<file path="src/rtl/dsp_mac_pkg.sv">
// dsp_mac_pkg: op bit positions, op type and saturation limits shared by dsp_mac_pipe
package dsp_mac_pkg;
    localparam int OP_PRE_SUB = 0;
    localparam int OP_USE_PRE = 1;
    localparam int OP_ACC     = 2;
    localparam int OP_SUB     = 3;
    localparam int SAT_W      = 128;
    typedef logic [3:0] op_t;
    function automatic logic [SAT_W-1:0] sat_max(input int w);
        return (SAT_W'(1) << (w - 1)) - SAT_W'(1);
    endfunction
    function automatic logic [SAT_W-1:0] sat_min(input int w);
        return ~sat_max(w);
    endfunction
endpackage

</file>
<file path="src/rtl/dsp_mac_acc_bank.sv">
// dsp_mac_acc_bank: per-channel accumulators with one read/write point, bulk clear, wrap or clamp (DSP_MAC_SATURATE_EN)
module dsp_mac_acc_bank
    import dsp_mac_pkg::*;
#(
    parameter int P_WIDTH = 48,
    parameter int NUM_CH  = 4,
    parameter int CH_W    = 2
) (
    input  logic               clk_i,
    input  logic               rst_i,
    input  logic               en_i,
    input  logic               clr_i,
    input  logic [CH_W-1:0]    ch_i,
    input  logic               we_i,
    input  logic [P_WIDTH:0]   sum_i,
    output logic [P_WIDTH-1:0] rd_o,
    output logic [P_WIDTH-1:0] res_o,
    output logic               ovf_o
);
    logic [P_WIDTH-1:0] acc_q [NUM_CH];
    logic               ch_ok;

    assign ch_ok = 32'(ch_i) < NUM_CH;
    // a clear in the same cycle as an accumulate makes that accumulate start from zero
    assign rd_o  = ((en_i && clr_i) || !ch_ok) ? '0 : acc_q[ch_i];
    assign ovf_o = sum_i[P_WIDTH] ^ sum_i[P_WIDTH-1];
`ifdef DSP_MAC_SATURATE_EN
    localparam logic [SAT_W-1:0] MAX_V = sat_max(P_WIDTH);
    localparam logic [SAT_W-1:0] MIN_V = sat_min(P_WIDTH);
    assign res_o = ovf_o ? (sum_i[P_WIDTH] ? MIN_V[P_WIDTH-1:0] : MAX_V[P_WIDTH-1:0]) : sum_i[P_WIDTH-1:0];
`else
    assign res_o = sum_i[P_WIDTH-1:0];
`endif

    // clear first, then write, so a result landing with AccClr is kept
    always_ff @(posedge clk_i) begin
        if (rst_i) begin
            for (int i = 0; i < NUM_CH; i++) acc_q[i] <= '0;
        end else if (en_i) begin
            if (clr_i) for (int i = 0; i < NUM_CH; i++) acc_q[i] <= '0;
            if (we_i && ch_ok) acc_q[ch_i] <= res_o;
        end
    end
endmodule

</file>
<file path="src/rtl/dsp_mac_pipe.sv">
// dsp_mac_pipe: signed pre-add/multiply/accumulate pipeline with per-channel accumulators
// Define DSP_MAC_SATURATE_EN to clamp P and accumulators on overflow instead of wrapping.
module dsp_mac_pipe
    import dsp_mac_pkg::*;
#(
    parameter int  A_WIDTH = 18,
    parameter int  B_WIDTH = 18,
    parameter int  P_WIDTH = 48,
    parameter int  NUM_CH  = 4,
    parameter int  MREG    = 1,
    localparam int CH_W    = (NUM_CH > 1) ? $clog2(NUM_CH) : 1
) (
    input  logic               Clk,
    input  logic               Rst,
    input  logic               CE,
    input  logic               InValid,
    input  logic [CH_W-1:0]    Ch,
    input  logic [3:0]         Op,
    input  logic [A_WIDTH-1:0] A,
    input  logic [B_WIDTH-1:0] B,
    input  logic [B_WIDTH-1:0] D,
    input  logic [P_WIDTH-1:0] C,
    input  logic               Carryin,
    input  logic               AccClr,
    output logic               OutValid,
    output logic [CH_W-1:0]    OutCh,
    output logic [P_WIDTH-1:0] P,
    output logic               Overflow
);
    localparam int PRE_W = B_WIDTH + 1;
    localparam int M_W   = A_WIDTH + B_WIDTH + 1;
    localparam int S_W   = P_WIDTH + 1;

    logic [A_WIDTH-1:0] a_q, a2_q;
    logic [B_WIDTH-1:0] b_q, d_q;
    logic [P_WIDTH-1:0] c_q, c2_q, c_s;
    op_t                op_q;
    logic [CH_W-1:0]    ch_q, ch2_q, ch_s, och_q;
    logic               ci_q, v_q, acc2_q, sub2_q, ci2_q, v2_q;
    logic               acc_s, sub_s, ci_s, v_s;
    logic [PRE_W-1:0]   pre_d, pre_q;
    logic [M_W-1:0]     m_d, m_s;
    logic [P_WIDTH-1:0] acc_rd, x_d, res_d, p_q;
    logic [S_W-1:0]     sum_d;
    logic               ovf_d, ovf_q, ov_q;

    // input register stage
    always_ff @(posedge Clk) begin
        if (Rst) begin
            a_q  <= '0;
            b_q  <= '0;
            d_q  <= '0;
            c_q  <= '0;
            op_q <= '0;
            ch_q <= '0;
            ci_q <= 1'b0;
            v_q  <= 1'b0;
        end else if (CE) begin
            a_q  <= A;
            b_q  <= B;
            d_q  <= D;
            c_q  <= C;
            op_q <= Op;
            ch_q <= Ch;
            ci_q <= Carryin;
            v_q  <= InValid;
        end
    end

    assign pre_d = op_q[OP_USE_PRE]
                 ? (op_q[OP_PRE_SUB] ? {d_q[B_WIDTH-1], d_q} - {b_q[B_WIDTH-1], b_q}
                                     : {d_q[B_WIDTH-1], d_q} + {b_q[B_WIDTH-1], b_q})
                 : {b_q[B_WIDTH-1], b_q};

    // pre-adder register stage, one extra bit keeps the pre-add exact
    always_ff @(posedge Clk) begin
        if (Rst) begin
            a2_q   <= '0;
            pre_q  <= '0;
            c2_q   <= '0;
            acc2_q <= 1'b0;
            sub2_q <= 1'b0;
            ch2_q  <= '0;
            ci2_q  <= 1'b0;
            v2_q   <= 1'b0;
        end else if (CE) begin
            a2_q   <= a_q;
            pre_q  <= pre_d;
            c2_q   <= c_q;
            acc2_q <= op_q[OP_ACC];
            sub2_q <= op_q[OP_SUB];
            ch2_q  <= ch_q;
            ci2_q  <= ci_q;
            v2_q   <= v_q;
        end
    end

    // full-width sign-extended operands make the truncated product the exact signed product
    assign m_d = {{(M_W-A_WIDTH){a2_q[A_WIDTH-1]}}, a2_q} * {{(M_W-PRE_W){pre_q[PRE_W-1]}}, pre_q};

    generate
        if (MREG != 0) begin : g_mreg
            logic [M_W-1:0]     m_q;
            logic [P_WIDTH-1:0] c3_q;
            logic [CH_W-1:0]    ch3_q;
            logic               acc3_q, sub3_q, ci3_q, v3_q;
            // optional product register stage
            always_ff @(posedge Clk) begin
                if (Rst) begin
                    m_q    <= '0;
                    c3_q   <= '0;
                    ch3_q  <= '0;
                    acc3_q <= 1'b0;
                    sub3_q <= 1'b0;
                    ci3_q  <= 1'b0;
                    v3_q   <= 1'b0;
                end else if (CE) begin
                    m_q    <= m_d;
                    c3_q   <= c2_q;
                    ch3_q  <= ch2_q;
                    acc3_q <= acc2_q;
                    sub3_q <= sub2_q;
                    ci3_q  <= ci2_q;
                    v3_q   <= v2_q;
                end
            end
            assign m_s   = m_q;
            assign c_s   = c3_q;
            assign ch_s  = ch3_q;
            assign acc_s = acc3_q;
            assign sub_s = sub3_q;
            assign ci_s  = ci3_q;
            assign v_s   = v3_q;
        end else begin : g_nomreg
            assign m_s   = m_d;
            assign c_s   = c2_q;
            assign ch_s  = ch2_q;
            assign acc_s = acc2_q;
            assign sub_s = sub2_q;
            assign ci_s  = ci2_q;
            assign v_s   = v2_q;
        end
    endgenerate

    assign x_d   = acc_s ? acc_rd : c_s;
    assign sum_d = sub_s ? {x_d[P_WIDTH-1], x_d} - {{(S_W-M_W){m_s[M_W-1]}}, m_s} + {{P_WIDTH{1'b0}}, ci_s}
                         : {x_d[P_WIDTH-1], x_d} + {{(S_W-M_W){m_s[M_W-1]}}, m_s} + {{P_WIDTH{1'b0}}, ci_s};

    dsp_mac_acc_bank #(
        .P_WIDTH (P_WIDTH),
        .NUM_CH  (NUM_CH),
        .CH_W    (CH_W)
    ) u_bank (
        .clk_i (Clk),
        .rst_i (Rst),
        .en_i  (CE),
        .clr_i (AccClr),
        .ch_i  (ch_s),
        .we_i  (v_s),
        .sum_i (sum_d),
        .rd_o  (acc_rd),
        .res_o (res_d),
        .ovf_o (ovf_d)
    );

    // result stage: OutValid pulses once per result and stays low while stalled
    always_ff @(posedge Clk) begin
        if (Rst) begin
            p_q   <= '0;
            och_q <= '0;
            ovf_q <= 1'b0;
            ov_q  <= 1'b0;
        end else if (CE) begin
            ov_q <= v_s;
            if (v_s) begin
                p_q   <= res_d;
                och_q <= ch_s;
                ovf_q <= ovf_d;
            end
        end else begin
            ov_q <= 1'b0;
        end
    end

    assign OutValid = ov_q;
    assign OutCh    = och_q;
    assign P        = p_q;
    assign Overflow = ovf_q;
endmodule

</file>
<file path="config.mk">
export PLATFORM = sky130hd
export DESIGN_NAME = dsp_mac_pipe
export DESIGN_NICKNAME = d
export VERILOG_FILES = /design/src/rtl/dsp_mac_pkg.sv /design/src/rtl/dsp_mac_acc_bank.sv /design/src/rtl/dsp_mac_pipe.sv
export SDC_FILE = /design/constraint.sdc
export NUM_CORES = 2
export LEC_CHECK = 0
export ABC_AREA = 0
export CAP_MARGIN = 20
export CORE_MARGIN = 1.5
export CORE_UTILIZATION = 30
export DETAILED_ROUTE_END_ITERATION = 10
export SLEW_MARGIN = 20
export SYNTH_ARGS = -nofsm -noshare
export SYNTH_HDL_FRONTEND = slang
export SYNTH_SLANG_ARGS = --single-unit
</file>
<file path="constraint.sdc">
create_clock -name Clk -period 6.49 [get_ports Clk]
set_input_delay 1.298 -clock Clk [delete_from_list [all_inputs] [get_ports Clk]]
set_output_delay 1.298 -clock Clk [all_outputs]
set_load 0.005 [all_outputs]
</file>
Word-level counts from Yosys, hierarchy flattened
Memories as Yosys holds them, arrays and structs flattened. A register that Yosys moved wholly into a read port is not among the register bits.
Index checks and enable logic that the tools add are counted.
{"block": "word_totals", "regBits": 344, "ram_bits": 192, "inputBits": 114, "output_inout_bits": 52, "mem_count": 1}
{"block": "classes", "add_sub_neg": 6, "multipliers": 1, "muxes": 21, "bitwise": 6, "n_reduce_logical": 3}
{"memory": "u_bank.acc_q", "words": 4, "word_bits": 48, "rd": 1, "rd_ports_with_merged_regs": 1, "wr": 5, "line": "dsp_mac_acc_bank.sv:20", "rtl": "logic [P_WIDTH-1:0] acc_q [NUM_CH];"}
{"cell": "$mux 48", "n": 6}
{"cell": "$add 49x1->49", "n": 2}
{"cell": "$add 48x37->49", "n": 1}
{"cell": "$mux 49", "n": 1}
{"cell": "$sub 48x37->49", "n": 1}
{"cell": "$mux 19", "n": 2}
{"cell": "$mul 18x19->37", "n": 1}
{"cell": "$add 18x18->19", "n": 1}
{"cell": "$sub 18x18->19", "n": 1}
{"cell": "$mux 1", "n": 10}
{"cell": "$mux 2", "n": 2}
{"cell": "$or 1x1->1", "n": 4}
{"cell": "$reduce_and 2->1", "n": 1}
{"cell": "$reduce_or 2->1", "n": 1}
{"cell": "$logic_and 1x1->1", "n": 1}
{"cell": "$not 1->1", "n": 1}
{"cell": "$xor 1x1->1", "n": 1}

Depth between registers and ports, before layout
{"block": "depth", "word_depth": 7, "ltp_mapped": 28, "depth_no_buf": 26}

Cells and area by module
Synthesis repeated with hierarchy kept, for this count alone.
{"block": "unflattened", "hier_cells": 4522, "hier_area_um2": 41787.6}
{"module": "dsp_mac_pipe", "n_inst": 1, "cells_per_inst": 3786, "area_per_inst_um2": 32825.2, "seq_area_each_um2": 6886.6}
{"module": "dsp_mac_acc_bank", "n_inst": 1, "cells_per_inst": 736, "area_per_inst_um2": 8962.3, "seq_area_each_um2": 5765.5}

Worst setup path before layout
No wires, ideal clock.
{"block": "synth_path", "path_type": "reg-to-reg", "from": "register pre_q[18]", "to": "register g_mreg.m_q[36]", "setup_time_ns": 0.122, "arrival_time_ns": 6.362, "path_slack_ns": 0.006, "stages_incl_launch_ff": 28, "path_buffers": 2, "synth_period_minus_slack_ns": 6.484, "path_cell_list": "dfxtp_1 > clkbuf_1 > clkbuf_1 > nand2_1 > inv_1 > fa_1 > inv_1 > fa_1 > inv_1 > ha_1 > inv_1 > fa_1 > inv_1 > fa_1 > inv_1 > fa_1 > inv_1 > ha_1 > nor2b_1 > o21ai_0 > nand2b_1 > a21oi_1 > o21ai_0 > a2111oi_0 > nor3b_1 > o41ai_1 > nand4b_1 > o311a_1"}
{"block": "synth_between", "elab_chain_cells": 1}
{"item": "start: declaration", "line": "dsp_mac_pipe.sv:41", "rtl": "logic [PRE_W-1:0] pre_d, pre_q;"}
{"item": "start signal: assignment", "line": "dsp_mac_pipe.sv:88", "rtl": "pre_q <= pre_d;"}
{"item": "$mul 18x19->37", "line": "dsp_mac_pipe.sv:99", "rtl": "assign m_d = {{(M_W-A_WIDTH){a2_q[A_WIDTH-1]}}, a2_q} * {{(M_W-PRE_W){pre_q[PRE_W-1]}}, pre_q};"}
{"item": "end signal: assignment", "line": "dsp_mac_pipe.sv:118", "rtl": "m_q <= m_d;"}
{"item": "end: declaration", "line": "dsp_mac_pipe.sv:103", "rtl": "logic [M_W-1:0] m_q;"}
No other way between the ends.
A chain may end at the register's enable or synchronous reset.

Worst setup path in the final report
{"block": "layout_path", "from": "register pre_q[5]", "to": "register g_mreg.m_q[36]"}
The elaborated chain is that of the path after synthesis.

==> results.yml <==
routing:
  routed_wirelength_um: 116000
  wl_per_cell_um: 18.0
  via_per_inst: 4.80
  drcViolationCount: 0
  antenna_left: 0
  vias: 30800
  initialDrtViolationCount: 2129
  first_pass_iters: 5
placed_design:
  portBuffers: 165
  pre_cts_ws_ns: -0.121
  post-dp-hpwl_um: 89800
  place.gp.congestion: 0.907
layout:
  area_growth_pct: 16.8
  final_nets: 5297
  diodes: 0
  mostFrequentLayoutCells: "nor2_1 (676), inv_1 (526), fa_1 (345)"
  drive_gt1_share_pct: 9.55
  layout_commonest_cell: "nor2_1"
setup_path:
  cp_slowest_stage_delay_ns: 0.61
  path_delay_family: "adder cells"
  slowest_stage: "fa_2"
  crit_buf_inv: 6
  crit_fanout: 6
  critPathLaunch: "pre_q[5]$_SDFFE_PP0P_"
  r2r_start: "pre_q[5]$_SDFFE_PP0P_"
  crit_arrival_ns: 6.84
  worstSetupPathType: "reg2reg"
  cp-end-kind: "flop"
  cp-start-kind: "flop"
  cp.required_ns: 7.04
yosys:
  syn_nets: 5120
  syn_area_um2: 41300
  ys_warn_count: 0
  synth_cells: 4399
  yosysSeqAreaShare_pct: 30.7
  ys_ff_latch: 538
  avgSynthCellArea_um2: 9.39
  synth_cell_types: 100
  synthArstFlopShare_pct: 0
  synth-edff-count: 192
  ys.flop_type: "dfxtp_1"
clocking:
  path_clk_slew_ns: 0.06
  cts_buffers: 67
  clk_latency_ns: 0.67
  cts_tree: "yes"
  htreeDepth: 3
  clk_path_buf_depth: 3
  hold_buffers: 0
  cts_sinks: 538
  clock-root-buffer: "clkbuf_16"
sta:
  fmax_ghz: 0.159
  tightest_slew_ns: 1.05
  fin_crit_ns: 6.29
  finalCritPeriodShare_pct: 96.9
  setup_viol: 0
  max_slew_margin_pct: 29.7
  skew_ns: 0.0317
  slew_violations: 0
  rsz0062_at_grt: "yes"
  hold_viol_final: 0
  layout_setup_ws_ns: 0.201
  worst_hold_slack_ns: 0.462
pwr:
  leakage_nw: 21.0
  power_density_nw_per_um2: 204
  peakVddDrop_v: 0.000168
job:
  drv_cap: 0
global_route:
  overflow: 0
  track_usage_pct: 16.5
  grt_pass1_wl_um: 181000
  grt_max_degree: 139
  grt_pass1_vias: 30800
  antenna_found_initial: 4
hold_path:
  hp-class: "reg2reg"
  hp-start: "OutCh[0]$_SDFFE_PP0P_"
floorplanning:
  io_pins: 166
  initial_core_util_pct: 30.4
  die_area_um2: 140000
  die-height_um: 374
  design.core.area_um2: 136000
  fp.dieW_um: 374
  rows: 135
outcome:
  status: "finished, final reports clean"
[worst paths after layout]
path,cells past startpoint,to,slack [ns]
worst max-delay path,25,g_mreg.m_q[36]$_SDFFE_PP0P_,0.20
worst min-delay path,2,OutCh[0]$_SDFFE_PP0P_,0.46
worst max register to register,25,g_mreg.m_q[36]$_SDFFE_PP0P_,0.20
worst min register to register,2,OutCh[0]$_SDFFE_PP0P_,0.46
[cells in the mapped netlist, types with 6 or more instances]
cell / instances / area [um^2]
clkbuf_1: 182 / 683
nor2_1: 676 / 2540
mux2i_1: 286 / 2860
edfxtp_1: 192 / 5770
or3_1: 8 / 50.1
and2_1: 181 / 1130
o211ai_1: 18 / 135
nand4_1: 10 / 62.6
a211oi_2: 6 / 75.1
nand2_1: 328 / 1230
nor3_1: 44 / 220
a21o_1: 52 / 390
a211oi_1: 47 / 353
o21ai_0: 120 / 601
clkbuf_8: 7 / 96.3
o21a_1: 26 / 195
a31oi_1: 21 / 131
xor2_1: 32 / 280
nand3b_1: 12 / 90.1
nand3_1: 35 / 175
ha_1: 258 / 3230
o22ai_1: 10 / 62.6
fa_1: 349 / 6990
o31ai_1: 15 / 113
inv_1: 532 / 2000
buf_1: 42 / 158
a21oi_1: 194 / 971
dfxtp_1: 346 / 6930
and3_1: 10 / 62.6
mux4_2: 45 / 1010
o21ai_1: 16 / 80.1
nor2b_1: 16 / 100
xnor2_1: 111 / 972
o21ai_2: 6 / 52.6
nor4_1: 14 / 87.6
nand2b_1: 23 / 144
o31a_1: 7 / 61.3
o21bai_1: 24 / 180
[worst register-to-register path, stage by stage (launching register included)]
cell	delay [ns]
dfxtp_4	0.36
buf_8	0.13
and2_4	0.14
fa_1	0.55
inv_2	0.04
fa_2	0.53
fa_1	0.42
fa_1	0.50
inv_2	0.04
fa_2	0.61
inv_2	0.05
fa_1	0.52
inv_2	0.05
ha_4	0.24
buf_4	0.13
a21oi_1	0.12
o21ai_1	0.07
o21ai_1	0.14
o211ai_1	0.16
nand3_1	0.17
nand2_2	0.10
a2111oi_4	0.33
nor3b_2	0.12
o41ai_2	0.35
nand4b_1	0.14
o311a_1	0.14
[metrics by stage]
stage | power [mW] | cell area, um^2 | utilization [%] | cells | setup TNS (ns)
global placement | 5.86 | 45600 | 33.6 | 6284 | -0.234
detailed placement | 5.86 | 45600 | 33.6 | 6284 | -0.180
CTS | 9.95 | 48000 | 35.3 | 6404 | 0
global route | 10.3 | 48200 | 35.5 | 6408 | -0.126
floorplan | 5.19 | 41300 | - | 4399 | 0
finish | 9.84 | 48200 | 35.5 | 6408 | 0
[sequential cells by signal, summed over array words and instances, names as in the netlist, 2 cells and up, named ones only]
name,flops
P,48
b_q,18
ch_s,2
a2_q,18
c_q,48
u_bank.acc_q,192
c_s,48
c2_q,48
OutCh,2
g_mreg.m_q,37
pre_q,19
op_q,4
d_q,18
ch_q,2
ch2_q,2
a_q,18
[area by class of cell]
class	instances	area, um^2
Inverter	535	2010
Fill cell	13700	87700
Multi-Input combinational cell	3092	25800
Clock buffer	87	1840
Timing Repair Buffer	342	3090
Clock inverter	33	527
Tap cell	1781	2230
Sequential cell	538	12700
[logic make-up (layout without fill, tap and decap cells)]
family                     count (synthesis)  in the layout  share of synthesized area [%]
AOI/OAI and AO/OA                        624            624                           9.95
xor gates and xnor gates                 143            143                           3.03
adders and majority gates                607            607                           24.7
buffers and inverters                    769            997                           7.19
DFF                                      538            538                           30.7
muxes                                    338            338                           9.59
and+or+nand+nor                         1380           1380                           14.8
[per-layer routing]
layer  wire length (um)  vias to the layer above  track usage [%]
li1                   -                    14800                -
met4               2520                        2             4.20
met2              50400                      819             24.9
met3               7870                      133             3.54
met5                 17                        -                0
met1              54700                    15000             23.8
[power breakdown]
group          total (mW)  internal (mW)  switching (mW)
Sequential           3.76           3.64           0.125
Combinational        2.06          0.868            1.19
Clock                4.02           2.40            1.62
[repair_timing]
| action | 4_1_cts | 5_1_grt |
|---|---|---|
| buffers inserted | 0 | 5 |
| resized for setup | 5 | 68 |
| endpoints found under the setup margin | 3 | 7 |
| pin swaps | 1 | 30 |
Note: power is estimated with default switching activity, not from simulation.
